**src/rtl/demux_1x4_stream.sv**
```systemverilog
// rtl/demux_1x4_stream.sv - 1-to-4 stream demultiplexer with one holding register per channel
//
// Steers each accepted input word into one of four output channels. Each
// channel owns a single holding register (data + valid flag), so a channel
// can accept a new word in the same cycle it delivers the old one.
//
// Configuration macro: DEMUX_ROUND_ROBIN_EN
//   defined   - destination comes from an internal 2-bit round-robin pointer
//               that advances once per accepted word; s0/s1 are ignored.
//   undefined - destination is {s1,s0}.
//
// Ports:
//   clk        - clock, all state updates on the rising edge
//   rst        - synchronous active-high reset
//   x_in       - input data word (bits wide)
//   in_valid   - x_in carries a word this cycle
//   in_ready   - the block accepts the word this cycle (combinational)
//   s0, s1     - destination select, LSB / MSB
//   y0..y3     - per-channel registered data
//   out_valid  - bit k set: y<k> holds an undelivered word
//   out_ready  - bit k set: channel k sink takes y<k> this cycle

module demux_1x4_stream #(
    parameter int bits = 16
) (
    input  logic            clk,
    input  logic            rst,
    input  logic [bits-1:0] x_in,
    input  logic            in_valid,
    output logic            in_ready,
    input  logic            s0,
    input  logic            s1,
    output logic [bits-1:0] y0,
    output logic [bits-1:0] y1,
    output logic [bits-1:0] y2,
    output logic [bits-1:0] y3,
    output logic [3:0]      out_valid,
    input  logic [3:0]      out_ready
);

    logic [bits-1:0] data_q [4];
    logic [bits-1:0] data_d [4];
    logic [3:0]      valid_q;
    logic [3:0]      valid_d;
    logic [1:0]      dst;
    logic            accept;

`ifdef DEMUX_ROUND_ROBIN_EN
    logic [1:0] ptr_q;
    logic [1:0] ptr_d;
    logic       unused_sel;

    // Select inputs stay on the port list but carry no meaning here.
    assign unused_sel = s0 ^ s1;
    assign dst        = ptr_q;
    assign ptr_d      = accept ? ptr_q + 2'd1 : ptr_q;
`else
    assign dst = {s1, s0};
`endif

    // A channel can take a word if it is empty or is being emptied this cycle.
    // Held low during reset so nothing presented then is consumed.
    assign in_ready = !rst && (!valid_q[dst] || out_ready[dst]);
    assign accept   = in_valid && in_ready;

    always_comb begin
        // Drain first, then let a load on the same channel override it so a
        // simultaneous deliver+accept keeps the channel valid without a bubble.
        valid_d = valid_q & ~out_ready;
        for (int k = 0; k < 4; k++) begin
            data_d[k] = data_q[k];
        end
        if (accept) begin
            valid_d[dst] = 1'b1;
            data_d[dst]  = x_in;
        end
    end

    always_ff @(posedge clk) begin
        if (rst) begin
            valid_q <= 4'b0000;
            for (int k = 0; k < 4; k++) begin
                data_q[k] <= '0;
            end
`ifdef DEMUX_ROUND_ROBIN_EN
            ptr_q <= 2'd0;
`endif
        end else begin
            valid_q <= valid_d;
            for (int k = 0; k < 4; k++) begin
                data_q[k] <= data_d[k];
            end
`ifdef DEMUX_ROUND_ROBIN_EN
            ptr_q <= ptr_d;
`endif
        end
    end

    assign y0        = data_q[0];
    assign y1        = data_q[1];
    assign y2        = data_q[2];
    assign y3        = data_q[3];
    assign out_valid = valid_q;

endmodule

```
**config.mk**
```make
export PLATFORM = sky130hd
export DESIGN_NAME = demux_1x4_stream
export DESIGN_NICKNAME = d
export VERILOG_FILES = /design/src/rtl/demux_1x4_stream.sv
export SDC_FILE = /design/constraint.sdc
export NUM_CORES = 1
export LEC_CHECK = 0
export CAP_MARGIN = 25
export CORE_UTILIZATION = 42
export DETAILED_ROUTE_END_ITERATION = 7
export GPL_TIMING_DRIVEN = 1
export PLACE_DENSITY = 0.77
export SLEW_MARGIN = 15
export SYNTH_ARGS = -nofsm -noshare
export SYNTH_HDL_FRONTEND = slang
export SYNTH_SLANG_ARGS = --single-unit
```
**constraint.sdc**
```tcl
create_clock -name clk -period 1.3 [get_ports clk]
set_input_delay 0.26 -clock clk [delete_from_list [all_inputs] [get_ports clk]]
set_output_delay 0.26 -clock clk [all_outputs]
set_load 0.02 [all_outputs]
```
; ---- Word-level counts from Yosys, hierarchy flattened
; Memories as Yosys holds them, arrays and structs flattened.
; Cells that the tools add are included.
[totals]
regBits = 4
ramBits = 64
inputBits = 25
n_memories = 1
[mem_list]
columns = name, depth, width, read_ports, rd_clocked_by_memory_dff, write_ports, line
row1 = data_q, 4, 16, 4, 0, 4, 41  ; logic [bits-1:0] data_q [4];
[classes]
magnitude_cmp = 4
mux = 18
n_bitwise = 8
n_reduce_logical = 7
[ops]
columns = op, count
row1 = two-way mux 16 bit, 5
row2 = bitwise mux 64 bit, 1
row3 = two-way mux 64 bit, 1
row4 = demux 16 bit (select 2 bit), 1
row5 = two-way mux 1 bit, 6
row6 = AND 4 bit, 1
row7 = binary-select mux 1 bit (select 2 bit), 2
row8 = logical AND 1 bit, 4
row9 = two-way mux 4 bit, 1
row10 = inverter 4 bit, 1
row11 = bitwise OR 1 bit, 4
row12 = bitwise OR 4 bit, 1
row13 = greater-or-equal comparator 3 bit (second input constant), 1
row14 = < comparator 2 x 3 -> 1 bit (second input constant), 1
row15 = < comparator 3 x 1 -> 1 bit (second input constant), 1
row16 = inverter 2 -> 3 bit, 1
row17 = demux 1 bit (select 2 bit), 1
row18 = greater-or-equal comparator 2 x 1 -> 1 bit (second input constant), 1
row19 = logical NOT 1 bit, 2
row20 = logical OR 1 bit, 1

; ---- Longest topological paths before layout
; Gate-level depths: netlist (run 1).
[logic_depth]
word_depth = 8
depth_mapped = 5
ltp_nobuf = 3

; ---- Least setup slack after synthesis (run 1)
; No wires, ideal clock.
[synth_timing]
path_type = flip-flop to output port
from = register valid_q[3], in the netlist out_valid[3]
to = output in_ready
arrival_time_ns = 1.416
slack_ns = -0.376
stages_incl_launch_ff = 5
cell_sequence = dfxtp_1 nor2b_1 clkbuf_1 mux4_2 nor2_1
[synth_via]
elab_chain_len = 5
[synth_lines]
columns = item, line
row1 = "start, declared", 43  ; logic [3:0] valid_q;
row2 = "start signal, assigned", 89  ; valid_q <= valid_d;
row3 = binary-select mux 1 bit (select 2 bit), 63  ; assign in_ready = !rst && (!valid_q[dst] || out_ready[dst]);
row4 = two-way mux 1 bit (implied by the code), 63
row5 = logical NOT 1 bit, 63
row6 = logical OR 1 bit, 63
row7 = logical AND 1 bit, 63
row8 = "end, declared", 30  ; output logic in_ready,
; Every way passes these cells. The select of a mux whose other input is x is not followed.

; ---- Worst setup path after layout (run 1)
[layout_timing]
from = register valid_q[0], in the netlist out_valid[0]
to = output in_ready
; The elaborated chain is that of the path after synthesis.

==> results_dict.tcl, run 1 <==
set metrics [dict create \
    yosysMostFrequentCell "dfxtp_1" \
    syn-instance-count 334 \
    busiest_layer "met2" \
    cts.clk_slew.worst_paths_ns 0.07 \
    drv_slew 0 \
    worstRegToRegCells 4 \
    setup_ws_ns -0.467 \
    grtUsageMet2_pct 44.3 \
    cts_sinks 68 \
    ys_seq_area_share_pct 46.1 \
    dp_hpwl_um 6430 \
    violations "setup timing" \
    crit_type "register to output port" \
    die_h_um 85.9 \
    r2r_setup_slack_ns 0.09 \
    die_area_mm2 0.00737 \
    gp_congestion 0.847 \
    power.total_uw 4550 \
    async_reset_ff_share_pct 0 \
    ys_ff_latch 68 \
    antenna_found_initial 0 \
    initial_utilization_pct 43.5 \
    io_pins 94 \
    timing.rr.start "out_valid[2]" \
    wl_per_cell_um 19.2 \
    syn_avg_cell_area_um2 8.84 \
    cap_violations 0 \
    fmax_ghz 0.566 \
    die_w_um 85.9 \
    setup_violations 1 \
    wl_um 10300 \
    synth_area_leaders "dfxtp_1, nand4_1, o31ai_1" \
    cts.path.max_buffers 2 \
    outcome "complete, but fails checks" \
    synthDistinctLibCells 21 \
    grt_max_degree 67 \
    start_kind "register" \
    tightest_slew_ns 0.727 \
    min_period_ns 1.77 \
    hold_class "input pin to register" \
    synth_flop_cell "dfxtp_1" \
    grt_use_total_pct 27.9 \
    synth_top_cells_by_count "dfxtp_1, nand4_1, clkbuf_1, a21oi_1" \
    cp-endpoint "in_ready" \
    dp_cells 512 \
    cts_htree_levels 3 \
    clock_latency_ns 0.34 \
    antenna_left 0 \
    finalCritPeriodShare_pct 136 \
    cp-end-kind "output port" \
    cts_buffers 9 \
    gr-usage-met1_pct 36.7 \
    io_buffers 93 \
    use_met3_pct 6.06 \
    p_leak_uw 0.00176 \
    hold_viol_final 0 \
    reg2reg_to "data_q[2][12]" \
    synth_top_area_cell "dfxtp_1" \
    rows 30 \
    cts_tree "built" \
    power_density_mw_per_mm2 1020 \
    grt_first_pass_wirelength_um 15700 \
    grt-ovfl-total 0 \
    synth_nets 359 \
    cp.required_ns 1.04 \
    irDropWorstVdd_uv 698 \
    drive_gt1_share_pct 27.9 \
    synth_top_area_share_pct 46.1 \
    syn_to_final_growth_pct 51.0 \
    finalClockSkew_ns 0.00671 \
    core_area_mm2 0.00679 \
    viasPerCell 6.15 \
    slew_headroom_pct 51.5 \
    yosysWarnings 0 \
    vias 3285 \
    crit_fanout 2 \
    first_iter_violations 315 \
    synth_enable_flop_cells 0 \
    clock-root-buffer "clkbuf_8" \
    netlist_area_mm2 0.00295 \
    drt-pass1-iter-count 5 \
    fin_nets 458 \
    rsz0062_at_grt "true" \
    drc 0 \
    crit_arrival_ns 1.51 \
    instances_no_fill 534 \
    n_antenna_cell 0 \
    cp-startpoint "out_valid[0]" \
    grt_pass1_vias 3000 \
]
-- sequential cells by signal (all words and copies together), names as in the netlist --
register / cells
data_q: 64
out_valid: 4
-- critical path: stages, from the launching register on --
cell and delay (ns):
dfxtp_2 0.32, nor2b_4 0.12, mux4_2 0.49, nor2_4 0.11
buf_6 0.12
-- per-layer routing --
layer	part of all wire (%)	up-vias	wire length, um
met3	9.8	25	1010
met5	0	-	0
met1	39	1556	4050
met2	48	197	4900
li1	-	1507	-
met4	3.0	0	308
-- per-stage QoR --
stage	util [%]	setup slack, ns	hold WS [ns]	instance area, um2	TNS [ns]
after floorplan	-	-0.232	0.397	2970	-1.42
after global placement	60.7	-1.04	0.453	4120	-34.17
after detailed placement	60.7	-1.04	0.459	4120	-35.95
after CTS	65.4	-0.482	0.336	4450	-0.482
after global routing	65.6	-0.538	0.244	4460	-0.541
final	65.6	-0.467	0.225	4460	-0.467
-- worst min-delay path by stage --
stage                   end  cells after the start  slack, ns    startpoint
2_1_floorplan  data_q[0][0]                      2       0.40       x_in[0]
3_3_place_gp   data_q[0][7]                      2       0.45  data_q[0][7]
3_5_place_dp   data_q[0][9]                      2       0.46  data_q[0][9]
4_1_cts        out_valid[2]                      4       0.34            s1
5_1_grt        out_valid[2]                      3       0.24           rst
6_report       out_valid[2]                      3       0.22           rst
-- cell type report --
cell class                      instances  area [um2]
Clock buffer                           11         131
Fill cell                             558        2330
Multi-Input combinational cell        214        1550
Sequential cell                        68        1370
Timing Repair Buffer                  137        1230
Inverter                                3        11.3
Tap cell                               96         120
Clock inverter                          5        52.6
-- cells in the final DEF (no fill, tap or decap), drive strengths merged --
master and count:
nor2b 4, nor2 1, and3b 1, nand4 64, or3b 1, clkinvlp 1
o31ai 32, clkbuf 36, clkdlybuf4s15 38, inv 2, nand2 32, dlygate4sd2 7
clkinv 4, nand3b 1, a21oi 36, dfxtp 68, nor3b 1, bufinv 1
mux4 1, buf 51, clkdlybuf4s50 16, o311ai 32, nand3 4, nand2b 4
-- power breakdown --
group	internal, uW	leakage [uW]	switching (uW)
sequential	2140	0.000553	38.1
combinational	275	0.00111	425
clock	877	0.0000931	789
-- repair_timing --
action                                  CTS  global route
cloned                                    2             1
endpoints found under the setup margin  128            95
hold buffers                              0             0
setup buffers                             1             2
gates resized for setup                 139            89
pin swaps                                 5             6
-- kinds of logic after synthesis --
group	synth area share (%)
compound gates	24.2
buf+inv	7.54
flops	46.1
simple gates	21.4
mux	0.762
Note: power is estimated with default switching activity, not from simulation.
==> inputs of run 2 (changes only) <==
Clock period 1.3 ns to 1.51 ns, I/O delays scaled along.
==> run 2 against run 1 <==
The flow still finishes with violations (setup timing). Worst setup slack improved by 0.17 ns. Hold slack improved by 0.22 ns. Utilization decreased by 2.9 points. First-iteration DRC count increased by 13%. Final cell count decreased by 1.7%. Global-route usage decreased by 0.80 points. Critical path depth unchanged. Routed wire length decreased by 0.87%. Combinational power decreased by 19%. Sequential power decreased by 14%. Sequential cell count unchanged. Largest cell class unchanged. Largest power group unchanged.
==> results_dict.tcl, run 2 (same netlist as run 1, synthesis figures left out) <==
set metrics [dict create \
    power.internal_uw 2640 \
    start_kind "register" \
    vias 3236 \
    slowest_delay_ns 0.49 \
    multi_input_area_mm2 0.00144 \
    worstHoldStart "rst" \
    slew_headroom_pct 55.7 \
    layout_commonest_cell "dlygate4sd2_1" \
    whs_ns 0.440 \
    cts.clk_slew.worst_paths_ns 0.07 \
    tightest_slew_ns 0.664 \
    grt_pass1_vias 2818 \
    rsz0062_at_grt "true" \
    fin_nets 450 \
    crit_family "multiplexers" \
    grt_first_pass_wirelength_um 15200 \
    cp.required_ns 1.21 \
    hold_class "input pin to register" \
    antenna_left 0 \
    hold_viol_final 0 \
    drive_gt1_share_pct 16.3 \
    n_antenna_cell 0 \
    die_w_um 85.9 \
    cts_tree "built" \
    first_iter_violations 357 \
    p_leak_uw 0.00191 \
    crit_arrival_ns 1.50 \
    timing.rr.start "out_valid[2]" \
    comb_power_share_pct 15.4 \
    final_cell_mix "dlygate4sd2_1, nand4_1, dfxtp_1" \
    wl_per_cell_um 19.4 \
    setup_ws_ns -0.296 \
    cap_violations 0 \
    drc 0 \
    gp_congestion 0.857 \
    syn_to_final_growth_pct 44.3 \
    area.sequential_mm2 0.00137 \
    fmax_ghz 0.554 \
    setup_violations 1 \
    outcome "complete, but fails checks" \
    clockPowerShare_pct 33.8 \
    p_switching_uw 1050 \
    power_density_mw_per_mm2 865 \
    clock_latency_ns 0.35 \
    finalCritPeriodShare_pct 120 \
    rows 30 \
    p_sw_share_pct 28.4 \
    wl_um 10200 \
    antenna_found_initial 0 \
    cts_buffers 9 \
    fill_cells 584 \
    cp-startpoint "out_valid[0]" \
    die_area_mm2 0.00737 \
    crit_fanout 2 \
    setup_tns_ns -0.296 \
    p_seq_share_pct 50.9 \
    finalClockSkew_ns 0.00593 \
    fin_util_pct 62.7 \
    min_period_ns 1.81 \
    grt_use_total_pct 27.1 \
    cts_htree_levels 3 \
    largest_register "data_q" \
    largest_reg_flops 64 \
    worst-path-buf-inv 1 \
    die_h_um 85.9 \
    io_buffers 93 \
    irDropWorstVdd_uv 436 \
    cpMaxStageDelayCell "mux4_2" \
    grt-ovfl-total 0 \
    grt_max_degree 67 \
    cts_sinks 68 \
    io_pins 94 \
    initial_utilization_pct 43.5 \
    clock-root-buffer "clkbuf_8" \
    drt-pass1-iter-count 5 \
    core_area_mm2 0.00679 \
    dp_hpwl_um 6260 \
    viasPerCell 6.16 \
    cts.path.max_buffers 2 \
    cp-end-kind "output port" \
    violations "setup timing" \
    crit_type "register to output port" \
    crit_chain "nor2b_4 -> mux4_2 -> nor2_4 -> buf_6" \
    drv_slew 0 \
]
==> run 2: cell types whose count changed in the layout (fill, tap and decap cells not counted), moves of 6 or more <==
| cell | previous run | this run |
|---|---|---|
| clkdlybuf4s15_1 | 38 | 0 |
| o311ai_1 | 6 | 12 |
| o31ai_1 | 24 | 31 |
| clkbuf_2 | 25 | 1 |
| o31ai_2 | 7 | 1 |
| dlygate4sd2_1 | 7 | 72 |
==> run 2: path summary, 6_finish.rpt <==
check / end / slack, ns / depth (start not counted)
setup / recovery: in_ready / -0.30 / 4
hold / removal: data_q[3][12] / 0.44 / 3
setup reg to reg: data_q[2][4] / 0.30 / 4
hold reg to reg: data_q[0][7] / 0.46 / 2
==> run 2: cell type report <==
class	count	area share, %
clock buffer	12	3.17
tap	96	2.82
sequential	68	32.1
clock inverter	3	0.352
multi-input combinational	214	33.9
inverter	3	0.264
timing repair buffer	129	27.5
==> run 2: per-layer routing <==
metal	track usage [%]	vias to the layer above	part of all wire (%)
li1	-	1490	-
met1	37.0	1503	42
met2	39.5	213	45
met3	7.60	30	11
met4	12.4	0	2.8
met5	0	-	0
==> run 2: worst register-to-register path, cell delays in order (launching register included) <==
cell and delay [ns]:
dfxtp_2 0.32, nor2b_4 0.13, buf_4 0.18, o311ai_0 0.35, nand2_1 0.11
==> run 2: power groups by stage <==
| stage | Clock, uW | Sequential, uW | Combinational, uW |
|---|---|---|---|
| 4_1_cts | 1250 | 1870 | 542 |
| 5_1_grt | 1340 | 1880 | 590 |
| 3_3_place_gp | 0 | 1910 | 554 |
| 2_1_floorplan | 0 | 1980 | 200 |
| 6_report | 1240 | 1870 | 566 |
| 3_5_place_dp | 0 | 1920 | 561 |
==> run 2: metrics by stage <==
stage / cell area, um2 / instances / power, uW / setup slack, ns
after floorplan: 2970 / 334 / 2180 / -0.0636
after global placement: 4080 / 506 / 2470 / -0.913
after detailed placement: 4080 / 506 / 2480 / -0.908
after CTS: 4220 / 523 / 3660 / -0.298
after global routing: 4260 / 525 / 3810 / -0.325
final: 4260 / 525 / 3690 / -0.296
==> run 2: what timing repair did <==
action | CTS | global route
resized for setup | 101 | 6
endpoints found under the setup margin | 109 | 54
setup buffers | 1 | 0
pin swaps | 1 | 1
hold buffers | 0 | 0
cloned | 1 | 2
==> inputs of run 3 (changes only) <==
Settings changed: GPL_TIMING_DRIVEN 1 to 0, SLEW_MARGIN 15 to 10.
==> run 3 against run 2 <==
Register-to-register slack got worse by 0.20 ns. Routed wire length fell by 0.64%. Via count rose by 1.6%. Maximum frequency fell by 2.7%. Clock power rose by 33%. The run still ends with setup timing left.
==> results_dict.tcl, run 3 (same netlist as run 1, synthesis figures left out) <==
set metrics [dict create \
    start_kind "register" \
    hold_class "input pin to register" \
    wl_per_cell_um 18.6 \
    dp_hpwl_um 7020 \
    largest_reg_flops 64 \
    p_leak_uw 0.00189 \
    dp_slack_ns -1.26 \
    cts.clk_slew.worst_paths_ns 0.08 \
    setup_violations 1 \
    drive_gt1_share_pct 13.6 \
    wl_um 10100 \
    gp_congestion 0.861 \
    min_path_cells 3 \
    crit_fanout 2 \
    cts_sinks 68 \
    power_density_mw_per_mm2 958 \
    die_w_um 85.9 \
    core_area_mm2 0.00679 \
    largest_register "data_q" \
    use_met3_pct 5.68 \
    cp.required_ns 1.21 \
    grt-ovfl-total 0 \
    crit_type "register to output port" \
    initial_utilization_pct 43.5 \
    n_antenna_cell 0 \
    antenna_left 0 \
    rows 30 \
    clock_latency_ns 0.36 \
    busiest_layer "met2" \
    timing.rr.start "out_valid[0]" \
    hold_buffers 0 \
    violations "setup timing" \
    min_period_ns 1.86 \
    outcome "complete, but fails checks" \
    io_buffers 93 \
    fin_util_pct 62.3 \
    grt_use_total_pct 27.5 \
    finalClockSkew_ns 0.00806 \
    whs_ns 0.292 \
    antenna_found_initial 0 \
    viasPerCell 6.06 \
    grtUsageMet2_pct 41.1 \
    final_cell_mix "dlygate4sd2_1, nand4_1, dfxtp_1" \
    layout_commonest_cell "dlygate4sd2_1" \
    cts.path.max_buffers 2 \
    drt-pass1-iter-count 5 \
    irDropWorstVdd_uv 613 \
    worstHoldStart "in_valid" \
    syn_to_final_growth_pct 43.4 \
    vias 3289 \
    drv_slew 0 \
    fmax_ghz 0.538 \
    fin_nets 467 \
    first_iter_violations 311 \
    grt_first_pass_wirelength_um 15500 \
    tightest_slew_ns 0.485 \
    rsz0062_at_grt "true" \
    r2r_setup_slack_ns 0.10 \
    crit_arrival_ns 1.56 \
    hold_viol_final 0 \
    worstHoldEndpoint "out_valid[0]" \
    reg2reg_to "data_q[0][9]" \
    finalCritPeriodShare_pct 123 \
    grt_pass1_vias 3074 \
    cap_violations 0 \
    io_pins 94 \
    die_h_um 85.9 \
    clock-root-buffer "clkbuf_8" \
    drc 0 \
    cp-end-kind "output port" \
    worstRegToRegCells 5 \
    setup_ws_ns -0.347 \
    slew_headroom_pct 67.7 \
    cts_buffers 9 \
    grt_max_degree 12 \
    cts_htree_levels 3 \
    die_area_mm2 0.00737 \
    gr-usage-met1_pct 37.3 \
    cts_tree "built" \
]
[run 3: cell count changes in the layout (fill, tap and decap cells not counted), moves of 3 or more]
| cell | before | now |
|---|---|---|
| buf_12 | 3 | 0 |
| clkbuf_4 | 0 | 3 |
| clkbuf_8 | 9 | 13 |
| buf_4 | 28 | 8 |
| clkbuf_1 | 3 | 26 |
| clkbuf_2 | 1 | 11 |
| o311ai_2 | 5 | 2 |
[run 3: stage by stage]
step           cells  power [uW]  TNS, ns  area [um2]
4_1_cts          545        4040   -0.337        4240
3_5_place_dp     523        2460   -34.66        4020
5_1_grt          543        4160   -0.377        4240
6_report         543        4060   -0.347        4240
3_3_place_gp     523        2450   -32.43        4020
2_1_floorplan    334        2180  -0.0636        2970
[run 3: repair_timing]
action | 4_1_cts | 5_1_grt
resized for setup | 103 | 18
endpoints found under the setup margin | 135 | 53
buffers inserted | 8 | 0
pin swaps | 1 | 0
[run 3: layer usage]
layer  up-vias  part of all wire (%)
li1       1524                     -
met1      1525                    42
met2       214                    45
met3        26                    10
met4         0                   2.7
met5         -                     0
[run 3: final cells by class]
type,count,area (um2)
Buffer,45,219
Clock buffer,13,179
Clock inverter,3,42.5
Fill cell,595,2560
Inverter,3,11.3
Multi-Input combinational cell,214,1410
Sequential cell,68,1370
Tap cell,96,120
Timing Repair Buffer,101,890
[run 3: worst max path at each step]
stage / slack, ns / start / end
global placement: -1.22 / s0 / in_ready
floorplan: -0.06 / out_valid[3] / in_ready
detailed placement: -1.26 / s0 / in_ready
global route: -0.38 / out_valid[0] / in_ready
finish: -0.35 / out_valid[0] / in_ready
CTS: -0.34 / out_valid[0] / in_ready
[run 3: critical path, stage by stage (launching register included)]
cell and delay, ns:
dfxtp_2 0.33, nor2b_4 0.12, mux4_2 0.51, nor2_4 0.11, buf_6 0.12
[run 3: report_power, final]
part	switching, uW	leakage (uW)	internal [uW]
sequential	27.4	0.000553	1850
combinational	348	0.00122	187
clock	708	0.000112	940
